### config.mk
export PLATFORM = sky130hd
export DESIGN_NAME = if_fetch_unit_flat
export DESIGN_NICKNAME = d
export VERILOG_FILES = /design/src/rtl/if_fetch_unit_if.sv /design/src/rtl/if_fetch_unit.sv /design/src/flat_wrapper.sv
export SDC_FILE = /design/constraint.sdc
export NUM_CORES = 1
export LEC_CHECK = 0
export BUFFER_PORTS_ARGS = -buffer_cell sky130_fd_sc_hd__clkbuf_2
export CORE_UTILIZATION = 41
export CTS_CLUSTER_SIZE = 30
export DETAILED_ROUTE_END_ITERATION = 6
export HOLD_SLACK_MARGIN = 0.1
export SYNTH_ARGS = -nofsm -noshare
export SYNTH_HDL_FRONTEND = slang
export SYNTH_SLANG_ARGS = --single-unit
### constraint.sdc
create_clock -name clk -period 7.65 [get_ports clk]
set_input_delay 1.1475 -clock clk [delete_from_list [all_inputs] [get_ports clk]]
set_output_delay 1.1475 -clock clk [all_outputs]
set_load 0.05 [all_outputs]
### src/rtl/if_fetch_unit_if.sv
// Instruction-memory port bundle for the fetch stage.
// Ports:
//   imem_req    fetch request            (master -> slave)
//   imem_addr   request address          (master -> slave)
//   imem_gnt    request accepted         (slave  -> master)
//   imem_rvalid response data valid      (slave  -> master)
//   imem_rdata  response instruction     (slave  -> master)
interface if_fetch_unit_if #(
  parameter int XLEN = 32
) ();
  logic            imem_req;
  logic [XLEN-1:0] imem_addr;
  logic            imem_gnt;
  logic            imem_rvalid;
  logic [31:0]     imem_rdata;

  modport master (
    output imem_req,
    output imem_addr,
    input  imem_gnt,
    input  imem_rvalid,
    input  imem_rdata
  );

  modport slave (
    input  imem_req,
    input  imem_addr,
    output imem_gnt,
    output imem_rvalid,
    output imem_rdata
  );
endinterface

### src/rtl/if_fetch_unit.sv
// Instruction-fetch stage: holds the PC, issues one request per instruction
// on a valid/grant/response memory port that tolerates wait states, and
// delivers each fetched word with a one-cycle IF_kick_up pulse. On a commit
// pulse it selects the next PC (sequential, branch, JAL, JALR); a misaligned
// target parks the unit in a sticky fault state until reset.
// Ports:
//   clk, reset      clock (rising edge), asynchronous active-high reset
//   WB_kick_up      commit pulse; next PC is taken while holding
//   redirect_type   00 seq, 01 branch, 10 JAL, 11 JALR
//   branch_taken    branch condition, used only for redirect_type 01
//   imme            sign-extended byte offset
//   rs1_val         JALR base
//   imem            instruction-memory port (master side)
//   IF_kick_up      one-cycle pulse: inst/inst_pc newly valid
//   inst, inst_pc   fetched instruction and its PC
//   pc_plus4        inst_pc + 4 (link value)
//   misalign_fault  sticky misaligned-target flag
module if_fetch_unit #(
  parameter int              XLEN         = 32,
  parameter logic [XLEN-1:0] RESET_VECTOR = {XLEN{1'b0}}
) (
  input  logic                  clk,
  input  logic                  reset,
  input  logic                  WB_kick_up,
  input  logic [1:0]            redirect_type,
  input  logic                  branch_taken,
  input  logic [XLEN-1:0]       imme,
  input  logic [XLEN-1:0]       rs1_val,
  if_fetch_unit_if.master       imem,
  output logic                  IF_kick_up,
  output logic [31:0]           inst,
  output logic [XLEN-1:0]       inst_pc,
  output logic [XLEN-1:0]       pc_plus4,
  output logic                  misalign_fault
);

  localparam logic [XLEN-1:0] FOUR     = XLEN'(32'd4);
  localparam logic [31:0]     NOP_INST = 32'h0000_0013;

  typedef enum logic [1:0] {
    ST_FETCH = 2'd0,
    ST_WAIT  = 2'd1,
    ST_HOLD  = 2'd2,
    ST_FAULT = 2'd3
  } state_t;

  state_t          state_r;
  logic [XLEN-1:0] pc_r;
  logic [XLEN-1:0] seq_s;
  logic [XLEN-1:0] rel_s;
  logic [XLEN-1:0] jalr_sum_s;
  logic [XLEN-1:0] target_s;

  // Request and address come straight from registered state so the address
  // is stable for as long as the grant is withheld.
  assign imem.imem_req  = (state_r == ST_FETCH);
  assign imem.imem_addr = pc_r;

  assign seq_s      = pc_r + FOUR;
  assign rel_s      = pc_r + imme;
  assign jalr_sum_s = rs1_val + imme;

  // Next-PC selection; all sums wrap naturally at XLEN bits.
  always_comb begin
    target_s = seq_s;
    case (redirect_type)
      2'b00: target_s = seq_s;
      2'b01: begin
        if (branch_taken) begin
          target_s = rel_s;
        end else begin
          target_s = seq_s;
        end
      end
      2'b10: target_s = rel_s;
      2'b11: target_s = {jalr_sum_s[XLEN-1:1], 1'b0};
      default: target_s = seq_s;
    endcase
  end

  // Fetch FSM with registered outputs; responses outside WAIT and commits
  // outside HOLD fall through without effect.
  always_ff @(posedge clk or posedge reset) begin
    if (reset) begin
      state_r        <= ST_FETCH;
      pc_r           <= RESET_VECTOR;
      IF_kick_up     <= 1'b0;
      inst           <= NOP_INST;
      inst_pc        <= RESET_VECTOR;
      pc_plus4       <= RESET_VECTOR + FOUR;
      misalign_fault <= 1'b0;
    end else begin
      IF_kick_up <= 1'b0;
      case (state_r)
        ST_FETCH: begin
          if (imem.imem_gnt) begin
            state_r <= ST_WAIT;
          end
        end
        ST_WAIT: begin
          if (imem.imem_rvalid) begin
            inst       <= imem.imem_rdata;
            inst_pc    <= pc_r;
            pc_plus4   <= seq_s;
            IF_kick_up <= 1'b1;
            state_r    <= ST_HOLD;
          end
        end
        ST_HOLD: begin
          if (WB_kick_up) begin
            if (target_s[1:0] != 2'b00) begin
              misalign_fault <= 1'b1;
              state_r        <= ST_FAULT;
            end else begin
              pc_r    <= target_s;
              state_r <= ST_FETCH;
            end
          end
        end
        ST_FAULT: begin
          state_r <= ST_FAULT;
        end
        default: begin
          state_r <= ST_FAULT;
        end
      endcase
    end
  end

endmodule

### src/flat_wrapper.sv
// flat-port wrapper written by rule: the top's interface ports become plain ports
module if_fetch_unit_flat 
#(
  parameter int              XLEN         = 32,
  parameter logic [XLEN-1:0] RESET_VECTOR = {XLEN{1'b0}}
)
  (clk, reset, WB_kick_up, redirect_type, branch_taken, imme, rs1_val, IF_kick_up, inst, inst_pc, pc_plus4, misalign_fault, imem_imem_req, imem_imem_addr, imem_imem_gnt, imem_imem_rvalid, imem_imem_rdata);
  if_fetch_unit_if #(.XLEN(XLEN)) imem_i ();
  input  logic clk;
  input  logic reset;
  input  logic WB_kick_up;
  input  logic [1:0] redirect_type;
  input  logic branch_taken;
  input  logic [XLEN-1:0] imme;
  input  logic [XLEN-1:0] rs1_val;
  output logic IF_kick_up;
  output logic [31:0] inst;
  output logic [XLEN-1:0] inst_pc;
  output logic [XLEN-1:0] pc_plus4;
  output logic misalign_fault;
  output wire logic [$bits(imem_i.imem_req)-1:0] imem_imem_req;
  output wire logic [$bits(imem_i.imem_addr)-1:0] imem_imem_addr;
  input wire logic [$bits(imem_i.imem_gnt)-1:0] imem_imem_gnt;
  input wire logic [$bits(imem_i.imem_rvalid)-1:0] imem_imem_rvalid;
  input wire logic [$bits(imem_i.imem_rdata)-1:0] imem_imem_rdata;
  assign imem_imem_req = imem_i.imem_req;
  assign imem_imem_addr = imem_i.imem_addr;
  assign imem_i.imem_gnt = imem_imem_gnt;
  assign imem_i.imem_rvalid = imem_imem_rvalid;
  assign imem_i.imem_rdata = imem_imem_rdata;
  if_fetch_unit #(.XLEN(XLEN), .RESET_VECTOR(RESET_VECTOR)) u_core (.clk(clk), .reset(reset), .WB_kick_up(WB_kick_up), .redirect_type(redirect_type), .branch_taken(branch_taken), .imme(imme), .rs1_val(rs1_val), .imem(imem_i), .IF_kick_up(IF_kick_up), .inst(inst), .inst_pc(inst_pc), .pc_plus4(pc_plus4), .misalign_fault(misalign_fault));
endmodule
==> flow_summary.ini, run 1 <==
[run_status]
status = complete, but fails checks
violations = design-rule violations

[detailed_routing]
vias = 9155
vias_per_cell = 5.548
drc = 25
drt-wirelength-per-cell_um = 17.79
ant_nets = 0
drtIter0Drc = 699
dr.pass1.iters = 7
wl_um = 29350

[clocking]
cts_sinks = 130
insertion_delay_ns = 0.43
cts_tree = done
cts_root_buf = clkbuf_16
cts.clk_slew.worst_paths_ns = 0.06
cts_buffer_depth = 2
cts_hold_buf = 0
cts-resized-gates = 0
cts_buffers = 17
cts-htree-levels = 4
cts_setup_buffers = 0

[critical_path]
crit_path_max_fanout = 4
cp.arrival_ns = 3.85
r2r_end = u_core.imem.imem_addr[30]
reg2reg_slack_ns = 4.29
worstPathRequired_ns = 7.95
reg2reg_depth = 10
path_class = in2reg
worstSetupStartpointType = primary input
end_kind = register
timing.rr.start = u_core.imem.imem_addr[2]

[sta]
fin_skew_ns = 0.008658
setup-tns-final_ns = 0
period_minus_slack_ns = 3.555
hold_viol = 0
fmax_mhz = 281.3
post-route-period-util = 0.4647
worstMarginPinSlew_ns = 1.067
report.final.slew_viol_count = 0
grt_setup_unrepaired = false
finalSetupViolCount = 0
relSlewSlack = 0.2879

[die]
die_h_um = 152.5
num_rows = 54
design.core.area_um2 = 22030
die_w_um = 152.5
initial_core_util = 0.4218
io_pins = 235
dieArea_um2 = 23270

[yosys]
synth_edf_count = 0
seq_area_frac_synth = 0.3507
synth_largest_area_cell = dfrtp_1
yosysMostFrequentCell = nand2_1
synth.top_cell.area_share = 0.3394
yosys-top-cells-count = 285 x nand2_1, 126 x dfrtp_1, 101 x o21ai_0, 73 x nor2_1, 64 x a21oi_1
synth_nets = 1324
ys_top_cells_by_area = dfrtp_1 34%, nand2_1 12%, ha_1 8.4%
synth_cells = 1156
synth_seq_cells = 130
synthFlopType = dfrtp_1
yosys_warnings = 0
synth.distinct_cells = 78
synth_area_per_cell_um2 = 8.036
syn_area_um2 = 9290
synth-async-reset-ratio = 1.000

[power]
p_leak_nw = 5.631
pwr-share-comb = 0.558
power.switching_mw = 2.745
power.density_nw_per_um2 = 450.8
pwr-share-seq = 0.267
clkPwrFrac = 0.175
power.internal_mw = 2.345
ir_drop_uv = 173.2
power_switching_share = 0.5393

[place]
gp_congestion = 0.8902
io_buffers = 234
dpl.hpwl_um = 22330
dpl-instance-area_um2 = 10650

[min_path]
whs_path_depth = 2
hold_path_class = reg2reg
hold_path_end = u_core.inst[0]
hp-start = u_core.inst[0]

[grt]
grt_pass1_wl_um = 46690
grt_pass1_vias = 8454
antenna_found_initial = 1
grt_max_degree = 81
grtUsageTotal = 0.2550
grt-ovfl-total = 0

[finish]
num-nets-final = 1524
layout-drive-gt1-share = 0.2177
final_util = 0.5127
finish.instance_area_um2 = 11290
syn2layout_area_growth_pct = 21.55

[job]
drv_cap = 0
[per-stage QoR]
step	total power, mW	instances	setup slack (ns)	hold slack [ns]
2_1_floorplan	3.432	1156	3.040	0.4942
3_3_place_gp	4.176	1617	3.741	0.4491
3_5_place_dp	4.195	1617	3.685	0.4538
4_1_cts	5.100	1649	4.124	0.4631
5_1_grt	5.394	1650	3.791	0.4992
6_report	5.090	1650	4.095	0.4580
[per-layer routing]
layer,wire length (um),up-vias,track usage
met1,14230,4267,0.3722
met4,754,0,0.09764
li1,-,4506,-
met3,1982,43,0.04238
met2,12390,339,0.3759
met5,0,-,0
[worst max path at each step]
stage,end,startpoint,slack [ns]
4_1_cts,u_core.imem.imem_addr[31],imme[0],4.12
6_report,u_core.imem.imem_addr[26],imme[0],4.10
2_1_floorplan,u_core.IF_kick_up,reset,3.04
3_5_place_dp,u_core.imem.imem_addr[31],imme[0],3.68
3_3_place_gp,u_core.imem.imem_addr[26],imme[0],3.74
5_1_grt,u_core.imem.imem_addr[30],imme[0],3.79
[cell usage in the layout, fill, tap and decap left out, types with 12 or more instances in the layout]
master	n
clkbuf_2	234
inv_1	17
nor2_1	73
o21ai_0	100
nand4_1	16
nand3_1	23
a21oi_1	64
xnor2_1	51
and3_1	14
a31oi_1	12
o22ai_1	13
dfrtp_1	126
a21o_1	31
nor3_1	16
clkbuf_16	17
ha_1	62
nand2_1	285
xor2_1	26
[state kept, by name, indices dropped and copies added (netlist names)]
| register | cells |
|---|---|
| u_core.IF_kick_up | 1 |
| u_core.state_r | 2 |
| u_core.inst_pc | 30 |
| u_core.pc_plus4 | 32 |
| u_core.imem.imem_addr | 32 |
| u_core.inst | 32 |
| u_core.misalign_fault | 1 |
[power groups by stage]
stage,clock (mW),combinational [mW],sequential (mW)
finish,0.892,2.84,1.36
global route,0.938,3.05,1.41
CTS,0.909,2.84,1.35
detailed placement,0,2.83,1.37
global placement,0,2.82,1.35
floorplan,0,1.14,2.29
[cells by family (layout without fill, tap and decap cells)]
group           count (synthesis)  after routing  synth area share
simple gates                  485            485            0.2314
compound gates                312            312            0.2150
flops                         130            130            0.3507
buf+inv                        81            294           0.03502
xor+xnor                       77             77           0.07259
fa+ha+maj                      64             64           0.08781
mux                             7              7          0.007542
other cells                     0              1                 0
[worst max-delay path: stages]
cell	delay, ns
clkbuf_2	0.10
ha_1	0.20
fa_1	0.42
a211o_1	0.28
o211ai_1	0.17
a22oi_2	0.14
a211oi_2	0.41
o211ai_2	0.23
a31oi_4	0.28
mux2i_1	0.20
and4_1	0.20
o21ai_1	0.06
[area by class of cell]
type	instances	area, um2
repair buffers	243	1239
fillers	2182	10730
multi-input cells	945	5724
inverters	19	76.32
clock inverters	13	198.9
clock buffers	19	442.9
diodes	1	2.502
well taps	280	350.3
flip-flops and latches	130	3258
Note: power is estimated with default switching activity, not from simulation.
==> run 2: changes to the inputs <==
--- a/config.mk
+++ b/config.mk
@@ -10,6 +10,7 @@
 export CTS_CLUSTER_SIZE = 30
 export DETAILED_ROUTE_END_ITERATION = 6
 export HOLD_SLACK_MARGIN = 0.1
+export PLACE_DENSITY = 0.67
 export SYNTH_ARGS = -nofsm -noshare
 export SYNTH_HDL_FRONTEND = slang
 export SYNTH_SLANG_ARGS = --single-unit
==> constraint.sdc (replaced) <==
create_clock -name clk -period 2.95 [get_ports clk]
set_input_delay 0.4425 -clock clk [delete_from_list [all_inputs] [get_ports clk]]
set_output_delay 0.4425 -clock clk [all_outputs]
set_load 0.05 [all_outputs]
==> flow_summary.ini, run 2 (synthesis gave the netlist of run 1 again) <==
[power]
power_mw = 13.52
pwr-share-seq = 0.243
clkPwrFrac = 0.154
p_leak_nw = 6.011
power.density_nw_per_um2 = 1133
power_switching_share = 0.5323
ir_drop_uv = 540.0
power.internal_mw = 6.324
power.switching_mw = 7.199
pwr-share-comb = 0.603

[finish]
mostFrequentLayoutCells = 285 x nand2_1, 234 x clkbuf_2, 123 x dfrtp_1
seqCellArea_um2 = 3262
num_antenna_cells = 0
fill_cells = 2131
stdcell_count = 1730
multi_input_area_um2 = 5779
finish.instance_area_um2 = 11940
layout.cells.most_common = nand2_1
syn2layout_area_growth_pct = 28.50
layout-drive-gt1-share = 0.2697
num-nets-final = 1606

[place]
gp_congestion = 0.9402
place_inst = 1695
io_buffers = 234
dpl-instance-area_um2 = 11260
dpl.hpwl_um = 23610
place_ws_ns = -0.1151

[detailed_routing]
wl_um = 30120
drt-wirelength-per-cell_um = 17.41
vias_per_cell = 5.492
dr.pass1.iters = 7
ant_nets = 0
vias = 9501
drc = 23
drtIter0Drc = 891

[sta]
hold_viol = 0
post-route-period-util = 0.9780
relSlewSlack = 0.2684
report.final.slew_viol_count = 0
grt_setup_unrepaired = true
setup_ws_ns = 0.06489
fin_skew_ns = 0.009171
fmax_mhz = 346.6
finalSetupViolCount = 0
period_minus_slack_ns = 2.885
worstMarginPinSlew_ns = 1.096

[critical_path]
timing.rr.start = u_core.imem.imem_addr[0]
reg2reg_slack_ns = 0.06
end_kind = register
path_class = reg2reg
worstSetupStartpointType = register
r2r_end = u_core.imem.imem_addr[26]
reg2reg_depth = 11
worstPathRequired_ns = 3.24
cp.arrival_ns = 3.17
crit_path_max_fanout = 4

[clocking]
cts-htree-levels = 4
cts_tree = done
cts_buffer_depth = 2
cts_hold_buf = 0
cts.clk_slew.worst_paths_ns = 0.06
insertion_delay_ns = 0.41
cts_buffers = 17
cts_root_buf = clkbuf_16
cts_sinks = 130

[die]
initial_core_util = 0.4218
io_pins = 235
die_w_um = 152.5
design.core.area_um2 = 22030
die_h_um = 152.5
num_rows = 54
dieArea_um2 = 23270

[run_status]
status = complete, but fails checks
violations = design-rule violations

[grt]
antenna_found_initial = 0
grtUsageTotal = 0.2610
grt_pass1_vias = 9025
grt_max_degree = 63
grt-ovfl-total = 0
grt_pass1_wl_um = 48290

[min_path]
hold_path_class = in2async

[job]
drv_cap = 0
## run 2: changes by cell type in the layout (fill, tap and decap cells not counted), sizes merged
cell,before,now
diode,1,0
clkinvlp,2,4
clkinv,2,4
bufinv,4,2
buf,9,91
inv,24,18
clkbuf,253,256
## run 2: timing repair
item / in CTS / in global routing
resized for setup: 0 / 13
endpoints found under the setup margin: 0 / 9
buffers inserted: 0 / 3
## run 2: worst max path at each step
stage	start	endpoint	slack, ns	cells past startpoint
after global routing	u_core.imem.imem_addr[0]	u_core.imem.imem_addr[31]	-0.03	11
after CTS	u_core.imem.imem_addr[0]	u_core.imem.imem_addr[26]	0.03	11
after detailed placement	imme[0]	u_core.imem.imem_addr[26]	-0.12	12
after global placement	imme[2]	u_core.imem.imem_addr[31]	-0.04	12
final	u_core.imem.imem_addr[0]	u_core.imem.imem_addr[26]	0.06	11
after floorplan	u_core.imem.imem_addr[14]	u_core.imem.imem_addr[29]	0.07	11
## run 2: cell type report
cell class,instances,area share
Clock buffer,22,0.04056
Clock inverter,9,0.008909
Inverter,19,0.006289
Tap cell,280,0.02935
Multi-Input combinational cell,945,0.4841
Sequential cell,130,0.2732
Timing Repair Buffer,325,0.1575
## run 2: per-layer routing
| metal | share of wire | global-route usage |
|---|---|---|
| met2 | 0.42 | 0.3985 |
| met3 | 0.077 | 0.04152 |
| met4 | 0.023 | 0.08418 |
| met1 | 0.48 | 0.3765 |
| met5 | 0 | 0 |
## run 2: power groups by stage
| stage | clock, mW | combinational [mW] | sequential (mW) |
|---|---|---|---|
| global placement | 0 | 7.94 | 3.26 |
| floorplan | 0 | 2.97 | 5.94 |
| CTS | 2.12 | 8.05 | 3.27 |
| global route | 2.20 | 8.73 | 3.39 |
| detailed placement | 0 | 8.02 | 3.30 |
| finish | 2.09 | 8.15 | 3.28 |
## run 2: worst max-delay path, stage by stage, from the launching register on
cell      delay, ns
dfrtp_1        0.39
ha_1           0.24
fa_2           0.35
a211o_1        0.26
o211ai_1       0.15
a22oi_2        0.12
a211oi_2       0.32
o211ai_2       0.19
a31oi_4        0.25
mux2i_1        0.21
and4_1         0.21
o21ai_1        0.06
## run 2: stage by stage
stage	util	hold WS [ns]	TNS, ns
after detailed placement	0.5112	0.4488	-0.5571
after global placement	0.5112	0.4415	-0.1513
after CTS	0.5381	0.1084	0
after global routing	0.5420	0.1444	-0.05941
after floorplan	-	0.4942	0
final	0.5420	0.1068	0
